[config.mk]
export PLATFORM = sky130hd
export DESIGN_NAME = mem_byte_sequencer_flat
export DESIGN_NICKNAME = d
export VERILOG_FILES = /design/src/rtl/mem_byte_sequencer_if.sv /design/src/rtl/mem_byte_sequencer.sv /design/src/flat_wrapper.sv
export SDC_FILE = /design/constraint.sdc
export NUM_CORES = 1
export LEC_CHECK = 0
export BUFFER_PORTS_ARGS = -buffer_cell sky130_fd_sc_hd__buf_2
export CORE_MARGIN = 4
export CORE_UTILIZATION = 52
export CTS_BUF_LIST = sky130_fd_sc_hd__clkbuf_16
export CTS_CLUSTER_DIAMETER = 80
export CTS_CLUSTER_SIZE = 16
export DETAILED_ROUTE_END_ITERATION = 10
export PLACE_DENSITY = 0.77
export SLEW_MARGIN = 20
export SYNTH_ARGS = -nofsm -noshare
export SYNTH_HDL_FRONTEND = slang
export SYNTH_SLANG_ARGS = --single-unit
[constraint.sdc]
create_clock -name clk -period 3.74 [get_ports clk]
set_input_delay 0.748 -clock clk [delete_from_list [all_inputs] [get_ports clk]]
set_output_delay 0.748 -clock clk [all_outputs]
set_load 0.03 [all_outputs]
[src/rtl/mem_byte_sequencer_if.sv]
// Byte-wide data memory bus: the sequencer drives it as master, the memory answers as slave.
interface mem_byte_sequencer_if #(
    parameter int unsigned ADDR_W = 32
);
    logic [ADDR_W-1:0] bmem_addr;
    logic [7:0]        bmem_wdata;
    logic              bmem_re;
    logic              bmem_we;
    logic [7:0]        bmem_rdata;
    logic              bmem_ready;

    modport master (
        output bmem_addr, bmem_wdata, bmem_re, bmem_we,
        input  bmem_rdata, bmem_ready
    );

    modport slave (
        input  bmem_addr, bmem_wdata, bmem_re, bmem_we,
        output bmem_rdata, bmem_ready
    );
endinterface

[src/rtl/mem_byte_sequencer.sv]
// Load/store sequencer: splits a byte/half/word access into big-endian byte transfers on a
// ready-handshaked byte memory, assembles and extends load data, and rejects illegal requests.
module mem_byte_sequencer #(
    parameter int unsigned ADDR_W = 32
) (
    input  logic              clk,
    input  logic              rst,
    input  logic              start,
    input  logic              memRead,
    input  logic              memWrite,
    input  logic [1:0]        blockSize,
    input  logic              loadUnsigned,
    input  logic [ADDR_W-1:0] addr,
    input  logic [31:0]       wdata,
    output logic [31:0]       rdata,
    output logic              busy,
    output logic              done,
    output logic              misaligned,
    mem_byte_sequencer_if.master bmem
);

    typedef enum logic [1:0] {StIdle, StXfer, StDone, StErr} state_e;

    state_e            state_q, state_d;
    logic [ADDR_W-1:0] addr_q, addr_d;
    logic [31:0]       wdata_q, wdata_d;
    logic [31:0]       rdata_q, rdata_d;
    logic [31:0]       asm_q, asm_d;
    logic [1:0]        size_q, size_d;
    logic [1:0]        k_q, k_d;
    logic              uns_q, uns_d;
    logic              write_q, write_d;
    logic [1:0]        last_k;
    logic [4:0]        shamt;
    logic              illegal;

    function automatic logic [31:0] extend(input logic [31:0] a, input logic [1:0] size,
                                           input logic uns);
        logic [31:0] r;
        case (size)
            2'b00:   r = uns ? {24'd0, a[7:0]}  : {{24{a[7]}}, a[7:0]};
            2'b01:   r = uns ? {16'd0, a[15:0]} : {{16{a[15]}}, a[15:0]};
            default: r = a;
        endcase
        return r;
    endfunction

    always_comb begin
        case (size_q)
            2'b00:   last_k = 2'd0;
            2'b01:   last_k = 2'd1;
            default: last_k = 2'd3;
        endcase
        illegal = (memRead && memWrite) || (blockSize == 2'b10) ||
                  ((blockSize == 2'b01) && addr[0]) ||
                  ((blockSize == 2'b11) && (addr[1:0] != 2'b00));
    end

    always_comb begin
        state_d = state_q;
        addr_d  = addr_q;
        wdata_d = wdata_q;
        rdata_d = rdata_q;
        asm_d   = asm_q;
        size_d  = size_q;
        k_d     = k_q;
        uns_d   = uns_q;
        write_d = write_q;
        case (state_q)
            StIdle: begin
                if (start && (memRead || memWrite)) begin
                    addr_d  = addr;
                    wdata_d = wdata;
                    size_d  = blockSize;
                    uns_d   = loadUnsigned;
                    write_d = memWrite;
                    k_d     = 2'd0;
                    asm_d   = 32'd0;
                    state_d = illegal ? StErr : StXfer;
                end
            end
            StXfer: begin
                if (bmem.bmem_ready) begin
                    asm_d = {asm_q[23:0], bmem.bmem_rdata};
                    k_d   = k_q + 2'd1;
                    if (k_q == last_k) begin
                        state_d = StDone;
                        // Extend here so rdata is already valid in the cycle done is high.
                        if (!write_q) rdata_d = extend(asm_d, size_q, uns_q);
                    end
                end
            end
            default: state_d = StIdle;
        endcase
    end

    always_ff @(posedge clk) begin
        if (rst) begin
            state_q <= StIdle;
            addr_q  <= '0;
            wdata_q <= 32'd0;
            rdata_q <= 32'd0;
            asm_q   <= 32'd0;
            size_q  <= 2'd0;
            k_q     <= 2'd0;
            uns_q   <= 1'b0;
            write_q <= 1'b0;
        end else begin
            state_q <= state_d;
            addr_q  <= addr_d;
            wdata_q <= wdata_d;
            rdata_q <= rdata_d;
            asm_q   <= asm_d;
            size_q  <= size_d;
            k_q     <= k_d;
            uns_q   <= uns_d;
            write_q <= write_d;
        end
    end

    // Memory side is decoded purely from registered state, so start never reaches bmem_*.
    always_comb begin
        shamt           = {last_k - k_q, 3'b000};
        bmem.bmem_addr  = addr_q + ADDR_W'(k_q);
        bmem.bmem_wdata = wdata_q[shamt +: 8];
        bmem.bmem_re    = (state_q == StXfer) && !write_q;
        bmem.bmem_we    = (state_q == StXfer) && write_q;
        rdata           = rdata_q;
        busy            = (state_q != StIdle);
        done            = (state_q == StDone);
        misaligned      = (state_q == StErr);
    end

endmodule

[src/flat_wrapper.sv]
// flat-port wrapper written by rule: the top's interface ports become plain ports
module mem_byte_sequencer_flat 
#(
    parameter int unsigned ADDR_W = 32
)
  (clk, rst, start, memRead, memWrite, blockSize, loadUnsigned, addr, wdata, rdata, busy, done, misaligned, bmem_bmem_addr, bmem_bmem_wdata, bmem_bmem_re, bmem_bmem_we, bmem_bmem_rdata, bmem_bmem_ready);
  mem_byte_sequencer_if #(.ADDR_W(ADDR_W)) bmem_i ();
  input  logic clk;
  input  logic rst;
  input  logic start;
  input  logic memRead;
  input  logic memWrite;
  input  logic [1:0] blockSize;
  input  logic loadUnsigned;
  input  logic [ADDR_W-1:0] addr;
  input  logic [31:0] wdata;
  output logic [31:0] rdata;
  output logic busy;
  output logic done;
  output logic misaligned;
  output wire logic [$bits(bmem_i.bmem_addr)-1:0] bmem_bmem_addr;
  output wire logic [$bits(bmem_i.bmem_wdata)-1:0] bmem_bmem_wdata;
  output wire logic [$bits(bmem_i.bmem_re)-1:0] bmem_bmem_re;
  output wire logic [$bits(bmem_i.bmem_we)-1:0] bmem_bmem_we;
  input wire logic [$bits(bmem_i.bmem_rdata)-1:0] bmem_bmem_rdata;
  input wire logic [$bits(bmem_i.bmem_ready)-1:0] bmem_bmem_ready;
  assign bmem_bmem_addr = bmem_i.bmem_addr;
  assign bmem_bmem_wdata = bmem_i.bmem_wdata;
  assign bmem_bmem_re = bmem_i.bmem_re;
  assign bmem_bmem_we = bmem_i.bmem_we;
  assign bmem_i.bmem_rdata = bmem_bmem_rdata;
  assign bmem_i.bmem_ready = bmem_bmem_ready;
  mem_byte_sequencer #(.ADDR_W(ADDR_W)) u_core (.clk(clk), .rst(rst), .start(start), .memRead(memRead), .memWrite(memWrite), .blockSize(blockSize), .loadUnsigned(loadUnsigned), .addr(addr), .wdata(wdata), .rdata(rdata), .busy(busy), .done(done), .misaligned(misaligned), .bmem(bmem_i));
endmodule
==> reports/metrics.cfg <==
[clock_network]
h-tree-depth=4
clock_path_buffers=2
hold_buffers=0
cts-root-buf=clkbuf_16
clock-sinks=128
path_clk_slew_ns=0.05
clkLatencyLatePin_ns=0.40
cts_resized=0
cts_tree=yes
cts_setup_buffers=0
cts_made_buffers=17

[route]
viasPerCell=5.512
routed_wl_mm=14.93
drt_pass1_iterations=7
routedWlPerCell_um=15.24
drc=0
drtIter0Drc=508
num_vias=5402
drtAntennaViolNets=0

[synthesis]
syn-cell-area_mm2=0.005563
synth_seq_area_share=0.4606
avgSynthCellArea_um2=7.981
ys.warnings.count=0
synth.distinct_cells=43
syn-num-nets=782
synth-seq-cells=128
syn_inst=697

[worst_setup_path]
crit_path_max_fanout=6
crit_path_start_kind=flip-flop
cp.arrival_ns=2.81
rrSetupSlack_ns=0.82
crit_type=flip-flop to output pin
cpLargestDelayFamily=simple AND/OR/NAND/NOR gates
r2r_start=u_core.size_q[0]$_SDFFE_PP0P_
reg2reg_depth=7
crit_path_max_incr_delay_ns=0.44
startpoint=u_core.k_q[0]$_SDFFE_PP0P_
path_cells=ha_1, inv_1, fa_1, and4b_1, nand4_1, buf_4, nor2_1, xor2_1, buf_2
crit_slowest_cell=fa_1
crit_path_end_kind=output pin
rr_endpoint=u_core.rdata[28]$_SDFFE_PP0P_
cp.required_ns=2.99
crit_buf_inv=3

[hold_path]
holdPathStages=2
hold_path_end=u_core.rdata[0]$_SDFFE_PP0P_
hp-class=flip-flop to flip-flop
hold_start=u_core.rdata[0]$_SDFFE_PP0P_

[cells_and_area]
num-fill-cells=893
final_common_cell=nand2_1
final_cell_mix=nand2_1 (207), buf_2 (156), dfxtp_1 (128)
area_growth_pct=25.44
antenna_cells=0
drive_gt1_frac=0.2512
final_nets=917

[floorplan]
die_x_um=111.4
initial_core_util=0.5364
fp-row-count=37
core_area_mm2=0.01037
pin_count=158
die_area_mm2=0.01242
die_h_um=111.4

[power_and_ir_drop]
ir_worst_vdd_mv=0.3263
p_leak_uw=0.002941
p_per_area_mw_per_mm2=527.2

[global_route]
grt_max_degree=70
track_usage=0.2389
first_global_vias=5122
grt_pass1_wl_mm=24.49
antenna_found_initial=0
grt_overflow_total=0

[placement]
gp_congestion=0.8644
hpwl_mm=10.47
io_buffers=157
pre_cts_ws_ns=0.6048

[timing]
post-route-period-util=0.9515
rsz0062_at_grt=false
finalMaxSlewViolations=0
setup_slack_ns=0.1816
finClkSkew_ns=0.007615
report.final.setup_viol=0
clock.fmax_ghz=0.2810
fin_setup_tns_ns=0
relSlewSlack=0.3568
layout_min_cycle_time_ns=3.558
hold_viol=0
worst_pin_slew_ns=0.9625

[outcome]
outcome=finished, final reports clean

[flow_run]
drv_cap=0

[sequential cells by signal, indices dropped and copies added (netlist names)]
signal	cells
u_core.state_q	2
u_core.size_q	2
u_core.rdata	32
u_core.asm_q	24
u_core.write_q	1
u_core.uns_q	1
u_core.k_q	2
u_core.addr_q	32
u_core.wdata_q	32
[cell usage after synthesis]
library cell	count	area, um^2
a221oi_1	1	8.760
and2_1	5	31.28
or2_2	3	18.77
or4_1	1	7.510
buf_6	2	22.52
nand4_2	1	12.51
nor2_1	33	123.9
a2111oi_0	1	8.760
and3_2	1	7.510
xor2_2	1	16.27
fa_1	1	20.02
xor2_1	16	140.1
and4bb_2	1	12.51
and4_1	4	35.03
clkbuf_1	34	127.6
a21o_2	1	8.760
inv_1	7	26.28
nand3_1	37	185.2
nor2b_1	2	12.51
a21oi_1	111	555.5
nor3b_2	1	12.51
and3_1	2	12.51
a31oi_1	2	12.51
and2_0	1	6.260
mux4_2	4	90.09
nand2_1	207	777.0
nand4_1	10	62.56
a31oi_2	1	12.51
and4_2	2	20.02
buf_2	14	70.07
ha_1	3	37.54
nor3_1	17	85.08
xnor2_2	1	16.27
a211oi_1	16	120.1
and4b_1	1	10.01
o21ai_0	2	10.01
mux4_1	4	105.1
xnor2_1	14	122.6
dfxtp_1	128	2562
or4b_1	1	10.01
nor4_2	1	12.51
nand2b_1	1	6.260
nand3b_1	1	7.510
[where the power goes]
part | leakage (uW) | internal (uW) | switching (uW)
clock | 0.000296 | 1100 | 567
sequential | 0.00104 | 1440 | 61.0
combinational | 0.00160 | 172 | 342
total | 0.00294 | 2710 | 970
[per-layer routing]
| metal | vias to the layer above | part of all wire | GRT usage |
|---|---|---|---|
| li1 | 2625 | - | - |
| met1 | 2548 | 0.42 | 0.2960 |
| met2 | 210 | 0.49 | 0.4041 |
| met3 | 19 | 0.071 | 0.06902 |
| met4 | 0 | 0.014 | 0.07299 |
| met5 | - | 0 | 0 |
[kinds of logic after synthesis]
logic type	Yosys count	synth area share
simple gates	333	0.2641
xor+xnor	32	0.05308
fa+ha+maj	4	0.01035
mux	8	0.03509
buf+inv	57	0.04431
compound gates	135	0.1325
flops	128	0.4606
[worst max path at each step]
stage | end | depth (start not counted)
floorplan | bmem_bmem_wdata[1] | 7
global placement | bmem_bmem_wdata[1] | 6
detailed placement | bmem_bmem_addr[20] | 8
CTS | bmem_bmem_addr[20] | 8
global route | bmem_bmem_addr[26] | 8
finish | bmem_bmem_addr[16] | 9
[stage by stage]
| step | instances | total power [uW] | area (um^2) | hold slack, ns | utilization |
|---|---|---|---|---|---|
| finish | 980 | 3679 | 6978 | 0.4516 | 0.6729 |
| global route | 980 | 3829 | 6978 | 0.4676 | 0.6729 |
| CTS | 979 | 3705 | 6970 | 0.4533 | 0.6722 |
| detailed placement | 948 | 2040 | 6369 | 0.4455 | 0.6141 |
| global placement | 948 | 2023 | 6369 | 0.4374 | 0.6141 |
| floorplan | 697 | 1872 | 5563 | 0.4315 | - |
[worst min-delay path, stage by stage (launching register included)]
cell and delay (ns):
dfxtp_1 0.30, nand2_1 0.05, a21oi_1 0.05
[layout make-up]
cell class,instances,area (um^2),area share
Inverter,7,26.28,0.003765
Sequential cell,128,2562,0.3672
Multi-Input combinational cell,512,2761,0.3957
Clock buffer,17,425.4,0.06096
Clock inverter,14,176.4,0.02528
Tap cell,136,170.2,0.02439
Timing Repair Buffer,166,855.8,0.1226
(Power assumes the default switching activity.)
